$ cat src/rtl/video_format_lock.sv
// ---------------------------------------------------------------------------
// video_format_lock
//
// Qualifies the per-frame (hres, vres) measurement of the incoming video and
// publishes a stable "locked" format to the scaler / HDMI timing logic.
// hres comes from the upstream horizontal measurement stage. vres is the
// number of active lines counted here between frame events. A frame event is
// the registered falling edge of the negative-polarity vsync.
//
// Parameters:
//   LOCK_FRAMES    consecutive identical valid frames needed to lock (1..15)
//   TIMEOUT_CYCLES vd_clk cycles without a frame event before no_signal
//
// Ports:
//   vd_clk      pixel clock
//   rst_n       asynchronous active-low reset
//   vd_vs       vertical sync, negative polarity
//   vd_de       data enable, active high
//   vd_hres_in  horizontal resolution from upstream, updates once per frame
//   fmt_hres    locked horizontal resolution
//   fmt_vres    locked vertical resolution (active lines)
//   fmt_lock    format stable
//   fmt_chg     one-cycle pulse on every lock / unlock transition
//   no_signal   high while no frame event has been seen for TIMEOUT_CYCLES
//
// Optional feature (macro FMT_IRQ_LATCH_EN):
//   irq_clr     input pulse that clears the sticky interrupt
//   fmt_irq     sticky flag set by fmt_chg; set wins over a same-cycle clear
// ---------------------------------------------------------------------------
module video_format_lock #(
    parameter int          LOCK_FRAMES    = 3,
    parameter logic [23:0] TIMEOUT_CYCLES = 24'd16777215
) (
    input  logic        vd_clk,
    input  logic        rst_n,
    input  logic        vd_vs,
    input  logic        vd_de,
    input  logic [15:0] vd_hres_in,
    output logic [15:0] fmt_hres,
    output logic [15:0] fmt_vres,
    output logic        fmt_lock,
    output logic        fmt_chg,
    output logic        no_signal
`ifdef FMT_IRQ_LATCH_EN
    ,
    input  logic        irq_clr,
    output logic        fmt_irq
`endif
);

    typedef enum logic [1:0] {
        SEARCH,
        TRAIN,
        LOCKED
    } state_t;

    localparam logic [3:0] LOCK_N = 4'(LOCK_FRAMES);

    state_t      state_q, state_d;
    logic [2:0]  vs_pipe_q, vs_pipe_d;
    logic        de_dly_q, de_dly_d;
    logic [15:0] line_cnt_q, line_cnt_d;
    logic [23:0] timeout_cnt_q, timeout_cnt_d;
    logic [15:0] cand_h_q, cand_h_d;
    logic [15:0] cand_v_q, cand_v_d;
    logic [3:0]  match_cnt_q, match_cnt_d;
    logic [15:0] fmt_hres_q, fmt_hres_d;
    logic [15:0] fmt_vres_q, fmt_vres_d;
    logic        fmt_lock_q, fmt_lock_d;
    logic        fmt_chg_q, fmt_chg_d;
    logic        no_signal_q, no_signal_d;

    logic        frame_evt;
    logic        de_fall;
    logic [15:0] vres_meas;
    logic        meas_ok;
    logic        is_match;
    logic [3:0]  match_inc;
    logic        timeout_hit;

    // Three-stage vsync delay: the frame event lands late enough that the
    // upstream hres value for the finished frame is already stable.
    always_comb begin
        vs_pipe_d = {vs_pipe_q[1:0], vd_vs};
        de_dly_d  = vd_de;
        frame_evt = vs_pipe_q[2] & ~vs_pipe_q[1];
        de_fall   = de_dly_q & ~vd_de;
    end

    // Active-line counter. A line ending in the same cycle as the frame
    // event belongs to the new frame, hence the reload with de_fall.
    always_comb begin
        line_cnt_d = line_cnt_q;
        if (frame_evt) begin
            line_cnt_d = {15'd0, de_fall};
        end else if (de_fall && (line_cnt_q != 16'hFFFF)) begin
            line_cnt_d = line_cnt_q + 16'd1;
        end
        vres_meas = line_cnt_q;
        meas_ok   = (vd_hres_in != 16'd0) && (vres_meas != 16'd0) &&
                    (vres_meas != 16'hFFFF);
    end

    // Loss-of-signal counter: saturates at TIMEOUT_CYCLES so the timeout
    // fires exactly once per outage.
    always_comb begin
        timeout_cnt_d = timeout_cnt_q;
        timeout_hit   = 1'b0;
        if (frame_evt) begin
            timeout_cnt_d = 24'd0;
        end else if (timeout_cnt_q != TIMEOUT_CYCLES) begin
            timeout_cnt_d = timeout_cnt_q + 24'd1;
            timeout_hit   = (timeout_cnt_d == TIMEOUT_CYCLES);
        end
    end

    // Lock FSM. A frame event takes priority over a coinciding timeout.
    // In LOCKED the candidate registers still hold the locked format, so
    // is_match compares against the published values.
    always_comb begin
        state_d     = state_q;
        cand_h_d    = cand_h_q;
        cand_v_d    = cand_v_q;
        match_cnt_d = match_cnt_q;
        fmt_hres_d  = fmt_hres_q;
        fmt_vres_d  = fmt_vres_q;
        fmt_lock_d  = fmt_lock_q;
        fmt_chg_d   = 1'b0;
        no_signal_d = no_signal_q;
        match_inc   = match_cnt_q + 4'd1;
        is_match    = meas_ok && (vd_hres_in == cand_h_q) &&
                      (vres_meas == cand_v_q);

        if (frame_evt) begin
            no_signal_d = 1'b0;
            case (state_q)
                SEARCH: begin
                    if (meas_ok) begin
                        cand_h_d    = vd_hres_in;
                        cand_v_d    = vres_meas;
                        match_cnt_d = 4'd1;
                        if (LOCK_N == 4'd1) begin
                            state_d    = LOCKED;
                            fmt_hres_d = vd_hres_in;
                            fmt_vres_d = vres_meas;
                            fmt_lock_d = 1'b1;
                            fmt_chg_d  = 1'b1;
                        end else begin
                            state_d = TRAIN;
                        end
                    end
                end
                TRAIN: begin
                    if (!meas_ok) begin
                        state_d = SEARCH;
                    end else if (is_match) begin
                        match_cnt_d = match_inc;
                        if (match_inc >= LOCK_N) begin
                            state_d    = LOCKED;
                            fmt_hres_d = cand_h_q;
                            fmt_vres_d = cand_v_q;
                            fmt_lock_d = 1'b1;
                            fmt_chg_d  = 1'b1;
                        end
                    end else begin
                        cand_h_d    = vd_hres_in;
                        cand_v_d    = vres_meas;
                        match_cnt_d = 4'd1;
                    end
                end
                LOCKED: begin
                    if (!is_match) begin
                        fmt_lock_d = 1'b0;
                        fmt_chg_d  = 1'b1;
                        if (!meas_ok) begin
                            state_d = SEARCH;
                        end else begin
                            state_d     = TRAIN;
                            cand_h_d    = vd_hres_in;
                            cand_v_d    = vres_meas;
                            match_cnt_d = 4'd1;
                        end
                    end
                end
                default: state_d = SEARCH;
            endcase
        end else if (timeout_hit) begin
            state_d     = SEARCH;
            no_signal_d = 1'b1;
            fmt_chg_d   = fmt_lock_q;
            fmt_lock_d  = 1'b0;
        end
    end

    always_ff @(posedge vd_clk or negedge rst_n) begin
        if (!rst_n) begin
            state_q       <= SEARCH;
            vs_pipe_q     <= 3'b000;
            de_dly_q      <= 1'b0;
            line_cnt_q    <= 16'd0;
            timeout_cnt_q <= 24'd0;
            cand_h_q      <= 16'd0;
            cand_v_q      <= 16'd0;
            match_cnt_q   <= 4'd0;
            fmt_hres_q    <= 16'd0;
            fmt_vres_q    <= 16'd0;
            fmt_lock_q    <= 1'b0;
            fmt_chg_q     <= 1'b0;
            no_signal_q   <= 1'b1;
        end else begin
            state_q       <= state_d;
            vs_pipe_q     <= vs_pipe_d;
            de_dly_q      <= de_dly_d;
            line_cnt_q    <= line_cnt_d;
            timeout_cnt_q <= timeout_cnt_d;
            cand_h_q      <= cand_h_d;
            cand_v_q      <= cand_v_d;
            match_cnt_q   <= match_cnt_d;
            fmt_hres_q    <= fmt_hres_d;
            fmt_vres_q    <= fmt_vres_d;
            fmt_lock_q    <= fmt_lock_d;
            fmt_chg_q     <= fmt_chg_d;
            no_signal_q   <= no_signal_d;
        end
    end

    assign fmt_hres  = fmt_hres_q;
    assign fmt_vres  = fmt_vres_q;
    assign fmt_lock  = fmt_lock_q;
    assign fmt_chg   = fmt_chg_q;
    assign no_signal = no_signal_q;

`ifdef FMT_IRQ_LATCH_EN
    logic fmt_irq_q, fmt_irq_d;

    // Sticky interrupt: set is applied last so it wins over a clear.
    always_comb begin
        fmt_irq_d = fmt_irq_q;
        if (irq_clr) begin
            fmt_irq_d = 1'b0;
        end
        if (fmt_chg_q) begin
            fmt_irq_d = 1'b1;
        end
    end

    always_ff @(posedge vd_clk or negedge rst_n) begin
        if (!rst_n) begin
            fmt_irq_q <= 1'b0;
        end else begin
            fmt_irq_q <= fmt_irq_d;
        end
    end

    assign fmt_irq = fmt_irq_q;
`endif

endmodule

$ cat config.mk
export PLATFORM = sky130hd
export DESIGN_NAME = video_format_lock
export DESIGN_NICKNAME = d
export VERILOG_FILES = /design/src/rtl/video_format_lock.sv
export SDC_FILE = /design/constraint.sdc
export NUM_CORES = 1
export LEC_CHECK = 0
export BUFFER_PORTS_ARGS = -buffer_cell sky130_fd_sc_hd__buf_2
export CAP_MARGIN = 15
export CORE_ASPECT_RATIO = 0.6
export CORE_UTILIZATION = 59
export DETAILED_ROUTE_END_ITERATION = 8
export PLACE_DENSITY_LB_ADDON = 0.2
export SETUP_SLACK_MARGIN = 0.3
export SYNTH_ARGS = -nofsm -noshare
export SYNTH_HDL_FRONTEND = slang
export SYNTH_SLANG_ARGS = --single-unit
$ cat constraint.sdc
create_clock -name vd_clk -period 3.9 [get_ports vd_clk]
set_clock_uncertainty 0.1 [all_clocks]
set_input_delay 0.78 -clock vd_clk [delete_from_list [all_inputs] [get_ports vd_clk]]
set_output_delay 0.78 -clock vd_clk [all_outputs]
set_load 0.02 [all_outputs]
==> flow_summary.yaml <==
yosys:
  syn_area_sq_um: 5860
  synth_simple_gate_area_share_pct: 14.8
  synth_nets: 541
  synth.area.top_cells: "dfrtp_1 50%, mux2_4 7.7%, xnor2_1 7.5%"
  synth_cell_type_count: 48
  yosysWarnings: 0
  synthCells: 511
  yosysMostFrequentCell: "dfrtp_1"
  avgSynthCellArea_sq_um: 11.5
  async_flop_share_pct: 100
  yosys.area_share.adder_pct: 2.14
  ys_seq_elements: 117
  synth_xor_area_share_pct: 9.87
  yosys.area.top_type: "dfrtp_1"
  synth-compound-area-share_pct: 5.00
  synth-edff-count: 0
  yosysSeqAreaShare_pct: 50.0
  yosysTopAreaCellShare_pct: 49.6
  ys_top_cells_by_count: "116 x dfrtp_1, 50 x xnor2_1, 34 x nor2_1"
  synthMuxAreaShare_pct: 14.9
  synthFlopType: "dfrtp_1"
  synth_top_family_by_area: "multiplexers"
global_route:
  grt_pass1_wl_mm: 21.2
  antenna_found_initial: 0
  grt_max_degree: 65
  gr-total-overflow: 0
  track_usage_pct: 27.9
  grt_pass1_vias: 3977
clocking:
  clk_pin_slew_ps: 50
  cts_sinks: 117
  root_buffer: "clkbuf_16"
  clockBufferDepth: 2
  post_cts_resized: 0
  tritoncts: "built"
  insertion_delay_ps: 410
  postCtsSetupBuffers: 0
  cts_buffers: 17
  ctsHoldBuffers: 0
  h-tree-depth: 4
routing:
  first_pass_iters: 5
  wire_per_inst_um: 18.4
  drcViolationCount: 0
  antenna_left: 0
  viasPerCell: 5.89
  drt_wl_total_mm: 13.0
  first_iter_violations: 478
  vias: 4164
timing:
  fin_crit_ps: 3180
  worstMarginPinSlew_ps: 872
  setup_tns_ps: 0
  rsz0062_at_grt: "no"
  max_freq_mhz: 315
  hold_viol_final: 0
  maxSlewHeadroom_pct: 41.3
  finalCritPeriodShare_pct: 81.5
  timing.final.setup_violations: 0
  drv_slew: 0
  worst_hold_slack_ps: 244
power_and_ir_drop:
  switchingPower_w: 0.000915
  vdd_drop_max_v: 0.000495
  swShare_pct: 24.3
  seq_power_share_pct: 39.5
  p_comb_share_pct: 14.4
  clkPwrFrac_pct: 46.2
  finalPower_w: 0.00376
  cellPowerDensity_nw_per_um2: 546
  p_int_w: 0.00285
  p_leak_nw: 3.27
floorplanning:
  ios: 55
  die_h_um: 79.2
  core-area_sq_um: 9390
  die_width_um: 131
  num_rows: 27
  die_area_sq_um: 10300
  initial_core_util_pct: 62.4
placement:
  hpwl_mm: 9.06
  routabilityCongestion: 0.883
  port_buffers: 54
worst_setup_path:
  crit_fanout: 32
  cp-end-kind: "flip-flop"
  required_ps: 4080
  ff2ff_path_depth: 8
  cp.arrival_ps: 3360
  start_kind: "flip-flop"
  critPathLaunch: "line_cnt_q[0]"
  crit_end: "cand_v_q[15]"
  regToRegSetupSlack_ps: 720
  crit_type: "reg -> reg"
  r2r-start: "line_cnt_q[0]"
  r2r_end: "cand_v_q[15]"
min_path:
  min_path_type: "reg -> reg"
  holdPathStages: 0
finish:
  area_delta_synth_final_pct: 17.7
  regArea_sq_um: 2930
  nFillCells: 623
  drive_gt1_share_pct: 27.6
  finalNetCount: 594
  antenna_cells: 0
  multi_input_area_sq_um: 2740
  fin_util_pct: 73.4
status:
  outcome: "finished, final reports clean"
flow_run:
  max_cap_viol_count: 0
state kept, by name, summed over array words and instances (netlist names):
name           count
cand_h_q          16
cand_v_q          16
de_dly_q           1
fmt_chg            1
fmt_hres          16
fmt_lock           1
fmt_vres          16
line_cnt_q        16
match_cnt_q        4
no_signal          1
state_q            2
timeout_cnt_q     24
vs_pipe_q          3
layer usage:
metal,vias up,GRT usage (%),wire (um)
met2,164,38.8,5700
li1,1916,-,-
met1,2073,41.8,6260
met4,0,7.82,85
met5,-,0,0
met3,11,8.22,988
critical path: stages (launching register included):
cell	delay, ps
dfrtp_1	480
ha_1	240
nand4_1	90
or4_1	520
and3_1	280
a311o_1	430
or2_2	350
buf_12	200
mux2_1	350
placed cells by master (no fill, tap or decap), drive strengths merged, types with 10 or more instances in the layout:
cell and instances:
a21oi 24, and3 12, buf 60, clkbuf 24, dfrtp 116, ha 10, inv 14, mux2 64
nand2 21, nand3 22, nand4 24, nor2 34, nor4 15, xnor2 50, xor2 16
metrics by stage:
step | std cells | setup WS (ps) | area, sq um
CTS | 707 | 731 | 6890
finish | 707 | 723 | 6890
global route | 707 | 625 | 6890
floorplan | 511 | 1070 | 5860
global placement | 675 | 636 | 6220
detailed placement | 675 | 577 | 6220
logic make-up after synthesis:
| kind of cell | count (synthesis) |
|---|---|
| XOR/XNOR | 66 |
| AO/OA/AOI/OAI | 48 |
| adder cells (fa/ha/maj) | 10 |
| flip-flops | 117 |
| AND/OR/NAND/NOR | 162 |
| buffers and inverters | 40 |
| multiplexers | 68 |
cell type report:
type | count | share of cell area, %
multi-input combinational | 354 | 39.7
sequential | 117 | 42.5
clock inverter | 8 | 2.43
timing repair buffer | 60 | 4.97
clock buffer | 24 | 7.28
inverter | 14 | 0.762
tap | 130 | 2.36
power by group through the flow:
stage,registers [W],clock network [W],logic (W)
after floorplan,0.00146,0,0.000421
after global placement,0.00150,0,0.000518
after detailed placement,0.00150,0,0.000526
after CTS,0.00148,0.00176,0.000537
after global routing,0.00150,0.00182,0.000582
final,0.00149,0.00174,0.000540
how the worst min path moves through the flow:
stage / slack (ps) / endpoint / from
3_3_place_gp: 230 / vs_pipe_q[1] / vs_pipe_q[0]
3_5_place_dp: 230 / vs_pipe_q[1] / vs_pipe_q[0]
6_report: 240 / vs_pipe_q[1] / vs_pipe_q[0]
4_1_cts: 250 / vs_pipe_q[1] / vs_pipe_q[0]
5_1_grt: 250 / vs_pipe_q[1] / vs_pipe_q[0]
2_1_floorplan: 230 / vs_pipe_q[1] / vs_pipe_q[0]
Power figures use the tool's default switching activity.
